**config.mk**
```make
export PLATFORM = sky130hd
export DESIGN_NAME = reducer_acc
export DESIGN_NICKNAME = d
export VERILOG_FILES = /design/src/rtl/reducer_acc.sv
export SDC_FILE = /design/constraint.sdc
export NUM_CORES = 1
export LEC_CHECK = 0
export ABC_AREA = 1
export CORE_MARGIN = 2
export CORE_UTILIZATION = 31
export CTS_CLUSTER_SIZE = 40
export DETAILED_ROUTE_END_ITERATION = 8
export PLACE_DENSITY_LB_ADDON = 0.15
export SYNTH_ARGS = -nofsm -noshare
export SYNTH_HDL_FRONTEND = slang
export SYNTH_SLANG_ARGS = --single-unit
```
**constraint.sdc**
```tcl
create_clock -name i_clk -period 4.4 [get_ports i_clk]
set_clock_uncertainty 0.1 [all_clocks]
set_input_delay 0.44 -clock i_clk [delete_from_list [all_inputs] [get_ports i_clk]]
set_output_delay 0.44 -clock i_clk [all_outputs]
set_load 0.02 [all_outputs]
```
**src/rtl/reducer_acc.sv**
```systemverilog
// Start-triggered reduction stage: scans mapper lanes round-robin, one per cycle,
// combining valid lanes by saturating sum, max or min, and hands the result out on valid/ready.
`timescale 1ns/1ps

module reducer_acc #(
    parameter int NUM_MAPPERS = 4,
    parameter int DATA_WIDTH  = 32,
    parameter int ACC_WIDTH   = 40,
    localparam int LCW        = $clog2(NUM_MAPPERS + 1)
) (
    input  logic                              i_clk,
    input  logic                              i_rst_n,
    input  logic                              i_start,
    input  logic [1:0]                        i_mode,
    input  logic [NUM_MAPPERS*DATA_WIDTH-1:0] i_data_count,
    input  logic [NUM_MAPPERS-1:0]            i_data_valid,
    output logic [ACC_WIDTH-1:0]              o_data_count,
    output logic [LCW-1:0]                    o_lane_count,
    output logic                              o_overflow,
    output logic                              o_valid,
    input  logic                              i_ready,
    output logic                              o_busy
);

    localparam int IDX_W = (NUM_MAPPERS > 1) ? $clog2(NUM_MAPPERS) : 1;

    localparam logic [1:0] ST_IDLE = 2'd0;
    localparam logic [1:0] ST_SCAN = 2'd1;
    localparam logic [1:0] ST_HOLD = 2'd2;

    localparam logic [1:0] MODE_MAX = 2'd1;
    localparam logic [1:0] MODE_MIN = 2'd2;

    logic [1:0]           state;
    logic [1:0]           mode_q;
    logic [IDX_W-1:0]     idx;
    logic [ACC_WIDTH-1:0] acc;
    logic [LCW-1:0]       lane_cnt;
    logic                 ovf;

    logic [DATA_WIDTH-1:0] lane_data;
    logic                  lane_valid;
    logic [ACC_WIDTH-1:0]  data_ext;
    logic [ACC_WIDTH:0]    sum_full;
    logic [ACC_WIDTH-1:0]  acc_step;
    logic [LCW-1:0]        cnt_step;
    logic                  ovf_step;
    logic                  last_lane;
    logic                  start_ok;
    logic [ACC_WIDTH-1:0]  acc_init;

    // Lane select as an explicit mux so the index never reaches past the last lane.
    always_comb begin
        lane_data  = '0;
        lane_valid = 1'b0;
        for (int k = 0; k < NUM_MAPPERS; k++) begin
            if (idx == IDX_W'(k)) begin
                lane_data  = i_data_count[k*DATA_WIDTH +: DATA_WIDTH];
                lane_valid = i_data_valid[k];
            end
        end
    end

    assign data_ext  = ACC_WIDTH'(lane_data);
    assign sum_full  = {1'b0, acc} + {1'b0, data_ext};
    assign last_lane = (idx == IDX_W'(NUM_MAPPERS - 1));
    assign start_ok  = i_start && ((state == ST_IDLE) || ((state == ST_HOLD) && i_ready));
    assign acc_init  = (i_mode == MODE_MIN) ? '1 : '0;

    always_comb begin
        acc_step = acc;
        cnt_step = lane_cnt;
        ovf_step = ovf;
        if (lane_valid) begin
            cnt_step = lane_cnt + LCW'(1);
            case (mode_q)
                MODE_MAX: if (data_ext > acc) acc_step = data_ext;
                MODE_MIN: if (data_ext < acc) acc_step = data_ext;
                default: begin
                    // Reserved mode 3 falls here and behaves as a sum.
                    if (sum_full[ACC_WIDTH]) begin
                        acc_step = '1;
                        ovf_step = 1'b1;
                    end else begin
                        acc_step = sum_full[ACC_WIDTH-1:0];
                    end
                end
            endcase
        end
    end

    always_ff @(posedge i_clk) begin
        if (!i_rst_n) begin
            mode_q   <= '0;
            idx      <= '0;
            acc      <= '0;
            lane_cnt <= '0;
            ovf      <= 1'b0;
        end else if (start_ok) begin
            mode_q   <= i_mode;
            idx      <= '0;
            acc      <= acc_init;
            lane_cnt <= '0;
            ovf      <= 1'b0;
        end else if (state == ST_SCAN) begin
            acc      <= acc_step;
            lane_cnt <= cnt_step;
            ovf      <= ovf_step;
            idx      <= last_lane ? '0 : idx + IDX_W'(1);
        end
    end

    // Result registers load only on the final scan edge and otherwise hold,
    // including across the handshake, until the next pass completes.
    always_ff @(posedge i_clk) begin
        if (!i_rst_n) begin
            state        <= ST_IDLE;
            o_data_count <= '0;
            o_lane_count <= '0;
            o_overflow   <= 1'b0;
            o_valid      <= 1'b0;
            o_busy       <= 1'b0;
        end else begin
            case (state)
                ST_IDLE: begin
                    if (i_start) begin
                        state  <= ST_SCAN;
                        o_busy <= 1'b1;
                    end
                end
                ST_SCAN: begin
                    if (last_lane) begin
                        state        <= ST_HOLD;
                        o_data_count <= (cnt_step == '0) ? '0 : acc_step;
                        o_lane_count <= cnt_step;
                        o_overflow   <= ovf_step;
                        o_valid      <= 1'b1;
                    end
                end
                ST_HOLD: begin
                    if (i_ready) begin
                        o_valid <= 1'b0;
                        if (i_start) begin
                            state <= ST_SCAN;
                        end else begin
                            state  <= ST_IDLE;
                            o_busy <= 1'b0;
                        end
                    end
                end
                default: begin
                    state  <= ST_IDLE;
                    o_busy <= 1'b0;
                end
            endcase
        end
    end

endmodule

```
==> results of run 1 <==
-- cell families after synthesis --
| kind of cell | after synthesis | share of synthesized area |
|---|---|---|
| AO/OA/AOI/OAI | 359 | 0.192 |
| AND/OR/NAND/NOR | 954 | 0.390 |
| flip-flops | 96 | 0.181 |
| XOR/XNOR | 22 | 0.0181 |
| adder cells (fa/ha/maj) | 72 | 0.0853 |
| buffers and inverters | 353 | 0.134 |
-- per-layer routing --
metal | track usage | vias to the layer above
met5 | 0 | -
met4 | 0.107 | 0
met3 | 0.0265 | 75
met2 | 0.432 | 321
met1 | 0.305 | 5699
li1 | - | 6268
-- cell type report --
type / instances / area (sq um)
inverter: 258 / 973
sequential: 96 / 1920
multi-input combinational: 1407 / 7440
fill: 3709 / 20200
clock buffer: 10 / 229
timing repair buffer: 233 / 2320
clock inverter: 4 / 47.5
tap: 448 / 561
-- power groups by stage --
stage          sequential (mW)  combinational [mW]  clock (mW)
3_3_place_gp              1.04                2.06           0
5_1_grt                   1.03                2.40       0.830
6_report                  1.02                2.16       0.782
3_5_place_dp              1.04                2.07           0
2_1_floorplan            0.995                1.39           0
4_1_cts                   1.02                2.08       0.806
-- metrics by stage --
stage                     cell area, sq um  total power [mW]  hold slack, ns  cells
after floorplan                      10600              2.38           0.354   1856
after global placement               13000              3.10           0.355   2435
after detailed placement             13000              3.11           0.356   2435
after CTS                            13300              3.91           0.366   2449
after global routing                 13500              4.26           0.378   2456
final                                13500              3.96           0.364   2456
-- sequential cells by signal, summed over array words and instances, names as in the netlist, 2 cells and up --
signal,cells
acc,40
idx,2
lane_cnt,3
o_data_count,40
mode_q,2
o_lane_count,3
state,2
-- critical path, cell delays in order, from the launching register on --
cell     delay, ns
dfxtp_1       0.39
inv_1         0.08
ha_1          0.27
buf_12        0.20
a21oi_1       0.14
nand2_1       0.08
a22oi_1       0.19
buf_4         0.18
inv_1         0.08
ha_1          0.30
buf_4         0.16
a21o_1        0.16
nor2_1        0.10
nand2_1       0.10
nand2_1       0.10
nand2_1       0.07
nand2_2       0.17
nand2_8       0.13
nand2_4       0.11
buf_4         0.19
nand3_2       0.08
nand2_1       0.09
inv_1         0.04
nand2_1       0.13
nand3_1       0.10
nand2_1       0.13
nand2_1       0.07
a21oi_2       0.12
-- final timing paths --
check	start	slack, ns	cells past startpoint	to
min	o_data_count[9]	0.36	2	o_data_count[9]
max reg2reg	idx[1]	0.25	27	o_data_count[22]
max	idx[1]	0.25	27	o_data_count[22]
min reg2reg	o_data_count[9]	0.36	2	o_data_count[9]
-- placed cells by master, fill, tap and decap left out, drive strengths merged, types with 49 or more instances in the layout --
master,Yosys,layout
inv,258,258
o21ai,117,117
nand2,553,553
nand3,188,188
nor2,144,144
a21oi,191,191
clkdlybuf4s50,0,183
ha,71,71
dfxtp,96,96
buf,45,49
-- repair_timing --
| item | in CTS | in global routing |
|---|---|---|
| gates resized for setup | 0 | 41 |
| setup endpoints to repair | 0 | 80 |
| buffers inserted | 0 | 6 |
==> key figures, run 1 <==
Clock tree
  • Sinks on the clock net: 96
  • CTS root buf: clkbuf_16
  • Clk slew on worst S/H paths: around 0.08 ns
  • Hold Buf Count CTS: 0
  • Clock Path Buffers: 2
  • CTS tree: done
  • H-tree levels: 3
  • Worst-Skew Late Latency: 0.37 ns
  • Cts bufs inserted: 9

Global route
  • First-pass GRT wire length: just under 70 mm
  • Initial antenna violation count: 0
  • Total congestion overflow: 0
  • Largest net degree at the start of global routing: 52
  • Overall routing resource usage: 0.246
  • Vias in the first global route: 11900

Routing
  • Drt wl/cell: roughly 18 um
  • Antenna-violating nets left: 0
  • DRC: 0
  • Drt pass-1 iters: 5
  • Via count: 12400
  • Top layer in use: met4
  • DR iter-0 viols: roughly 830
  • WL met2: roughly 22 mm
  • WL final: between 40 and 50 mm
  • Wl on met1: 19.0 mm
  • Met3 WL post-DR: 1.81 mm
  • Via/cell ratio: around 5

Placement
  • Gpl congestion: about 0.98
  • DP HPWL: approximately 35 mm
  • Setup WS pre-CTS: around 0.084 ns
  • Port Buffers: around 180

Yosys
  • Ys flop type: dfxtp_1
  • Netlist cell types: 47
  • Synth top area cells: nand2_1 19%, dfxtp_1 18%, inv_1 8.6%
  • Post-Syn Instances: 1856
  • Mean Syn Cell Area: ~5.7 sq um
  • Biggest area consumer among synthesized cells: nand2_1
  • Synth top area share: 0.192
  • Post-synth EDFFs: 0
  • #FFs+latches synth: 96
  • Post-synthesis sequential area ratio: 0.181
  • Most instantiated cells after synthesis: 545 x nand2_1, 244 x inv_1, 171 x nand3_1
  • Most common cell in the netlist: nand2_1
  • Synth warnings: 0
  • Fraction of registers with async set or reset after synthesis: 0
  • Syn nets: 2066
  • Post-synth design cell area: about 11000 sq um

Die
  • Initial core utilization: 0.316
  • Ports: 184
  • Core area: approximately 34000 sq um
  • # rows: between 60 and 70
  • Die Wd: approximately 190 um
  • Height of the chip: about 190 um
  • Die Area: 35800 sq um

Pwr
  • P_int: ~2.1 mW
  • Switching Power: ~1.8 mW
  • PD cells: approximately 290 nW/um^2
  • Clock power share: 0.197
  • Power share of the sequential group: 0.258
  • Comb pwr share: 0.544
  • Leakage: just over 6 nW
  • VDD IR max: 0.180 mV
  • Sw Share: 0.465

Hold path
  • Min-Delay Path Class: register to register

Flow run
  • Max-Cap Viols: 0

Worst setup path
  • Worst Setup End Kind: register
  • CP Class: register to register
  • CP arrival: about 4.3 ns
  • Max FO, Critical Path: 34
  • CP Data Required Time: 4.59 ns
  • Worst Setup Start Kind: register

STA
  • Max-slew violations: 0
  • Total negative setup slack: 0 ns
  • Post-layout min period: 4.15 ns
  • Fin. Hold Viols: 0
  • Crit share post-route: 0.943
  • Max_slew headroom: 0.412
  • Final setup fails: 0
  • Setup ws final: approximately 0.25 ns
  • RSZ-0062 raised after global routing: no
  • Slew @ Worst Pin: 0.879 ns
  • Max Clock Freq: between 200 and 250 MHz

Finish
  • Layout area overhead: 26.8%
  • Share of layout cells above drive strength 1: 0.0847
  • NumNets Final: around 2200
  • Inserted Diodes: 0
  • Final core occ: 0.400

Outcome
  • Outcome: completed
No activity file was read; power rests on OpenSTA's default activity.
==> run 2, diff against run 1 <==
Settings changed: ABC_AREA 1 to default, CORE_MARGIN 2 to default.
==> run 2 against run 1 <==
- the run now ends with setup timing left
- flip-flop and latch count unchanged
- global-route usage grew 2.1 points
- worst setup slack got worse by 0.31 ns
- combinational power is 20% higher
- sequential power is essentially flat
- routed wire length down 9.4%
- synthesized cell count is 37% lower
- die area down 19%
- total power rose by 12%
==> key figures, run 2 <==
Yosys
  • Xor and xnor area share after synthesis: 0.0328
  • Post-synth design cell area: between 8000 and 9000 sq um
  • Adder-Cell Fraction of Synth Area: 0.103
  • Mean Syn Cell Area: 7.53 sq um
  • Post-synthesis sequential area ratio: 0.218
  • Post-synth EDFFs: 0
  • Syn nets: about 1400
  • Mux contribution to synthesized area: 0.00341
  • Synth Area in Compound Gates: 0.383
  • #FFs+latches synth: 96
  • Ys flop type: dfxtp_1
  • Largest family of logic cells by synthesized area: compound AO/OA/AOI/OAI gates
  • Most instantiated cells after synthesis: 109 x o21ai_0, 107 x nand2_1, 98 x a21oi_1
  • Synth top area share: 0.218
  • Post-Syn Instances: roughly 1200
  • Synth top area cells: dfxtp_1 22%, ha_1 10%, o21ai_0 6.2%
  • Biggest area consumer among synthesized cells: dfxtp_1
  • Netlist cell types: between 80 and 90
  • Post-Synth Simple-Gate Area: 0.190
  • Most common cell in the netlist: o21ai_0
  • Synth warnings: 0
  • Fraction of registers with async set or reset after synthesis: 0

STA
  • Post-layout min period: 4.46 ns
  • Max Clock Freq: 224 MHz
  • Fin. Hold Viols: 0
  • Setup ws final: -0.0562 ns
  • Crit share post-route: 1.01
  • Final setup fails: 6
  • Total negative setup slack: -0.166 ns
  • Max_slew headroom: 0.278
  • RSZ-0062 raised after global routing: yes
  • Slew @ Worst Pin: 1.07 ns
  • Max-slew violations: 0

Worst setup path
  • FF-to-FF Start: idx[0]
  • Worst Setup Start Kind: register
  • CP Cell Sequence: buf_4, ha_4, buf_8, a221o_1, o21ai_1, nor2_1, a21oi_1, buf_4, inv_4, ha_4, nand4_1, nor4_4, buf_4, a221oi_4, a211o_1, o211ai_2, nand2_2, buf_12, a221oi_4, o31ai_1, a221o_1
  • Critical Path Max Stage Delay: about 0.4 ns
  • CP Class: register to register
  • Worst reg-to-reg path cell count: 21
  • CP startpoint: idx[0]
  • Max FO, Critical Path: 15
  • Slowest cell on crit path: nor4_4
  • Sum of buffers and inverters on the critical path: 6
  • Worst Setup End Kind: register
  • Worst setup path end: acc[4]
  • CP arrival: 4.62 ns
  • Delay-heaviest family, CP: compound AO/OA/AOI/OAI gates
  • Reg2reg end: acc[4]
  • Top cell by count, worst path: buf_4
  • CP Data Required Time: between 4 and 5 ns
  • Stages on worst setup path: 21
  • Setup slack, reg-to-reg: -0.06 ns

Routing
  • Top layer in use: met4
  • DR iter-0 viols: 1126
  • Met3 WL post-DR: a little under 3 mm
  • Drt wl/cell: 20.9 um
  • Via/cell ratio: between 5 and 6
  • Via count: ~11000
  • DRC: 0
  • Wl on met1: roughly 18 mm
  • Antenna-violating nets left: 0
  • Drt pass-1 iters: 7
  • WL final: slightly above 40 mm
  • WL met2: about 19 mm

Finish
  • Final core occ: 0.517
  • NumNets Final: about 1800
  • Largest regs: acc (40), o_data_count (40)
  • Inserted Diodes: 0
  • Layout area overhead: 63.6%
  • Commonest cells after routing, fill and taps aside: 225 x buf_4, 183 x clkdlybuf4s50_1, 103 x nand2_1
  • FILL cells: approximately 2700
  • Cell Count, Final, Fillers Out: about 1900
  • Commonest non-fill, non-tap cell in the layout: buf_4
  • Share of layout cells above drive strength 1: 0.302

Clock tree
  • CTS root buf: clkbuf_16
  • Sinks on the clock net: between 90 and 100
  • H-tree levels: 3
  • Worst-Skew Late Latency: 0.37 ns
  • Hold Buf Count CTS: 0
  • Clock Path Buffers: 2
  • CTS tree: done
  • Cts bufs inserted: 9
  • Clk slew on worst S/H paths: 0.08 ns

Pwr
  • VDD IR max: between 0.15 and 0.2 mV
  • Tot Pwr: ~4.5 mW
  • PD cells: 309 nW/um^2
  • Leakage: between 5 and 6 nW

Die
  • Die Wd: approximately 170 um
  • # rows: 61
  • Core area: 27900 sq um
  • Height of the chip: 171 um
  • Ports: around 180
  • Die Area: 29100 sq um
  • Initial core utilization: 0.316

Global route
  • Overall routing resource usage: 0.268
  • Total congestion overflow: 0
  • First-pass GRT wire length: slightly below 60 mm
  • Vias in the first global route: 10300
  • Initial antenna violation count: 0
  • Largest net degree at the start of global routing: 37

Placement
  • Placed cell count: 1881
  • Port Buffers: ~180
  • Setup WS pre-CTS: -0.492 ns
  • DP HPWL: 30.5 mm
  • Gpl congestion: between 0.9 and 1

Hold path
  • Min-Delay Path Class: register to register

Outcome
  • Failing checks: setup timing
  • Outcome: finished, violations left

Flow run
  • Max-Cap Viols: 0
-- run 2: cell count changes after synthesis, moves of 16 or more --
cell	before	now
nand3_1	171	31
a221oi_1	0	25
a21oi_2	24	2
xnor2_1	0	25
nand4_1	35	10
a221o_1	0	37
o31ai_1	0	25
nor2_1	141	79
nand3_2	16	0
nand2_1	545	107
nor3_1	11	35
inv_1	244	71
a21oi_1	165	98
buf_2	27	8
-- run 2: worst min path at each step --
stage	from	to	slack, ns	depth (start not counted)
3_3_place_gp	o_data_count[5]	o_data_count[5]	0.34	2
2_1_floorplan	ovf	ovf	0.34	2
6_report	o_data_count[29]	o_data_count[29]	0.35	2
3_5_place_dp	o_data_count[5]	o_data_count[5]	0.34	2
4_1_cts	o_data_count[5]	o_data_count[5]	0.36	2
5_1_grt	o_data_count[29]	o_data_count[29]	0.38	2
-- run 2: what timing repair did --
action / CTS / global route
gates cloned: 1 / 4
setup buffers: 17 / 17
resized for setup: 91 / 171
pin swaps: 33 / 79
endpoints found under the setup margin: 81 / 80
-- run 2: logic make-up (layout without fill, tap and decap cells) --
| kind of cell | count (synthesis) | count (layout) |
|---|---|---|
| AO/OA/AOI/OAI | 471 | 471 |
| AND/OR/NAND/NOR | 343 | 343 |
| buffers and inverters | 151 | 534 |
| flip-flops | 96 | 96 |
| adder cells (fa/ha/maj) | 72 | 72 |
| XOR/XNOR | 33 | 33 |
| multiplexers | 3 | 3 |
-- run 2: power breakdown --
group	total (mW)	switching [mW]	internal [mW]
clock network	0.827	0.424	0.404
registers	1.03	0.0963	0.929
logic	2.60	1.41	1.19
-- run 2: layout make-up --
type	count	area, sq um	area share
multi-input cells	922	7320	0.508
repair buffers	444	4100	0.285
flip-flops and latches	96	1920	0.134
well taps	378	473	0.0328
inverters	74	283	0.0196
clock buffers	9	225	0.0156
clock inverters	7	73.8	0.00513
-- run 2: worst register-to-register path, stage by stage (launching register included) --
cell      delay [ns]
dfxtp_2         0.34
buf_4           0.14
ha_4            0.17
buf_8           0.15
a221o_1         0.31
o21ai_1         0.08
nor2_1          0.06
a21oi_1         0.14
buf_4           0.18
inv_4           0.05
ha_4            0.26
nand4_1         0.23
nor4_4          0.39
buf_4           0.18
a221oi_4        0.07
a211o_1         0.35
o211ai_2        0.13
nand2_2         0.13
buf_12          0.17
a221oi_4        0.29
o31ai_1         0.10
a221o_1         0.32
-- run 2: routing by layer --
layer  GRT usage  up-vias
met5           0        -
met3      0.0446       68
li1            -     5151
met2       0.434      524
met1       0.361     5165
met4      0.0795        0
-- run 2: per-stage QoR --
stage               area, sq um  hold WS (ns)
finish                    14400         0.354
global route              14400         0.377
CTS                       13400         0.361
detailed placement        12600         0.343
global placement          12600         0.338
floorplan                  8810         0.337
==> run 3, diff against run 2 <==
Settings changed: CORE_MARGIN from default to 4.
==> run 3 against run 2 <==
- the flow now finishes without violations
- flip-flop and latch count stayed put
- utilization up 1.9 points
- maximum frequency rose by 1.4%
- worst hold slack worse by 0.0027 ns
- register-to-register slack gained 0.06 ns
- critical endpoint is now o_data_count[26]
- largest power group unchanged
==> key figures, run 3 (synthesis results as in run 2) <==
Routing
  • Via count: roughly 11000
  • Antenna-violating nets left: 0
  • WL final: approximately 43 mm
  • Via/cell ratio: approximately 5.6
  • DRC: 0
  • Drt wl/cell: approximately 22 um
  • DR iter-0 viols: 968
  • Drt pass-1 iters: 6

Worst setup path
  • Setup slack, reg-to-reg: 0.005 ns
  • Top cell by count, worst path: a221o_1
  • CP Data Required Time: between 4 and 5 ns
  • Reg2reg end: o_data_count[26]
  • Stages on worst setup path: 21
  • CP Cell Sequence: inv_4, ha_4, nor2b_4, buf_12, buf_16, a221o_1, o21ai_1, o21ai_1, buf_4, ha_4, buf_6, inv_4, o21bai_1, a211o_1, o31a_4, buf_4, o21ai_4, and2_4, o21ai_2, a221o_1, a221o_1
  • Worst Setup Start Kind: register
  • CP startpoint: idx[0]
  • Critical Path Max Stage Delay: about 0.4 ns
  • Worst setup path end: o_data_count[26]
  • Slowest cell on crit path: a221o_1
  • CP Class: register to register
  • CP arrival: roughly 4.6 ns
  • Delay-heaviest family, CP: compound AO/OA/AOI/OAI gates
  • FF-to-FF Start: idx[0]
  • Worst Setup End Kind: register
  • Worst reg-to-reg path cell count: 21
  • Sum of buffers and inverters on the critical path: 7
  • Max FO, Critical Path: 7

Clock tree
  • Cts bufs inserted: 9
  • Worst-Skew Late Latency: about 0.37 ns
  • H-tree levels: 3
  • Clk slew on worst S/H paths: about 0.090 ns
  • CTS root buf: clkbuf_16
  • Sinks on the clock net: 96
  • Clock Path Buffers: 2
  • CTS tree: done

Global route
  • Vias in the first global route: around 11000
  • Initial antenna violation count: 0
  • First-pass GRT wire length: 62.9 mm
  • Largest net degree at the start of global routing: 40
  • Routing usage on met2: 0.415
  • GR Util met1: 0.361
  • GRT Max-Usage Layer: met2
  • Met3 Use GR: 0.0456
  • Total congestion overflow: 0
  • Overall routing resource usage: 0.261

STA
  • Post-layout min period: around 4.4 ns
  • Max Clock Freq: between 200 and 250 MHz
  • Slew @ Worst Pin: approximately 1.1 ns
  • Max-slew violations: 0
  • Fin. Hold Viols: 0
  • RSZ-0062 raised after global routing: yes
  • Crit share post-route: 0.999
  • Max_slew headroom: 0.262
  • Final setup fails: 0

Finish
  • NumNets Final: 1818
  • Layout area overhead: 69.9%
  • Commonest cells after routing, fill and taps aside: 281 x buf_4, 183 x clkdlybuf4s50_1, 101 x nand2_1
  • Inserted Diodes: 0
  • Commonest non-fill, non-tap cell in the layout: buf_4
  • Final instance area: 15000 sq um
  • Largest regs: acc (40), o_data_count (40)
  • Share of layout cells above drive strength 1: 0.334
  • Final core occ: 0.536

Pwr
  • VDD IR max: about 0.19 mV
  • Leakage: between 5 and 6 nW
  • Sw Share: 0.424
  • Switching Power: between 2 and 2.5 mW
  • Comb pwr share: 0.598
  • P_int: about 2.8 mW
  • Power share of the sequential group: 0.213
  • Clock power share: 0.188
  • PD cells: about 320 nW/um^2

Placement
  • Placed Area: 13000 sq um
  • DP HPWL: roughly 33 mm
  • Port Buffers: ~180
  • Gpl congestion: 0.995

Outcome
  • Outcome: completed

Die
  • Die Wd: between 150 and 200 um
  • # rows: 61
  • Height of the chip: 177 um
  • Initial core utilization: 0.315
  • Ports: between 150 and 200
  • Core area: roughly 28000 sq um
  • Die Area: 31200 sq um

Flow run
  • Max-Cap Viols: 0

Hold path
  • Min-Delay Path Class: register to register
-- run 3: cell count changes in the layout (fill, tap and decap cells not counted), sizes merged --
cell / previous run / this run
buf: 257 / 320
clkbuf: 13 / 10
clkinvlp: 2 / 0
bufinv: 0 / 1
clkinv: 2 / 3
nand2: 109 / 110
-- run 3: power by group through the flow --
| stage | logic [mW] | clock network [mW] | registers (mW) |
|---|---|---|---|
| after floorplan | 1.19 | 0 | 1.00 |
| after global placement | 2.34 | 0 | 1.03 |
| after detailed placement | 2.33 | 0 | 1.03 |
| after CTS | 2.50 | 0.912 | 1.01 |
| after global routing | 3.05 | 0.942 | 1.03 |
| final | 2.87 | 0.901 | 1.02 |
-- run 3: metal layers --
layer  vias to the layer above  share of wire
li1                       5272              -
met1                      5247           0.45
met2                       529           0.45
met3                        66          0.077
met4                         0          0.031
met5                         -              0
-- run 3: area by class of cell --
cell class,instances,area [sq um]
Fill cell,2697,13000
Clock inverter,7,97.6
Clock buffer,9,225
Timing Repair Buffer,504,4540
Inverter,74,283
Sequential cell,96,1930
Tap cell,378,473
Multi-Input combinational cell,923,7420
-- run 3: how the worst min path moves through the flow --
stage                      from          endpoint  cells past startpoint
3_5_place_dp   o_data_count[27]  o_data_count[27]                      2
3_3_place_gp    o_data_count[6]   o_data_count[6]                      2
5_1_grt        o_data_count[27]  o_data_count[27]                      2
4_1_cts         o_data_count[5]   o_data_count[5]                      2
2_1_floorplan               ovf               ovf                      2
6_report       o_data_count[27]  o_data_count[27]                      2
-- run 3: worst register-to-register path: stages, from the launching register on --
cell,delay [ns]
dfxtp_4,0.39
inv_4,0.05
ha_4,0.15
nor2b_4,0.16
buf_12,0.13
buf_16,0.13
a221o_1,0.28
o21ai_1,0.09
o21ai_1,0.09
buf_4,0.16
ha_4,0.25
buf_6,0.12
inv_4,0.05
o21bai_1,0.07
a211o_1,0.32
o31a_4,0.37
buf_4,0.15
o21ai_4,0.20
and2_4,0.21
o21ai_2,0.10
a221o_1,0.40
a221o_1,0.33
-- run 3: what timing repair did --
| action | CTS | global route |
|---|---|---|
| setup buffers | 12 | 34 |
| gates cloned | 2 | 3 |
| hold buffers | 0 | 0 |
| setup endpoints to repair | 81 | 80 |
| pin swaps | 40 | 113 |
| gates resized for setup | 98 | 177 |
-- run 3: through the flow --
step	setup slack (ns)	instances	total power [mW]	hold slack [ns]	setup TNS [ns]
4_1_cts	-0.0232	1959	4.42	0.360	-0.0563
3_3_place_gp	-0.391	1930	3.37	0.336	-14.47
5_1_grt	-0.147	1991	5.03	0.372	-2.19
6_report	0.00495	1991	4.79	0.351	0
2_1_floorplan	0.00486	1169	2.20	0.337	0
3_5_place_dp	-0.403	1930	3.36	0.342	-18.99
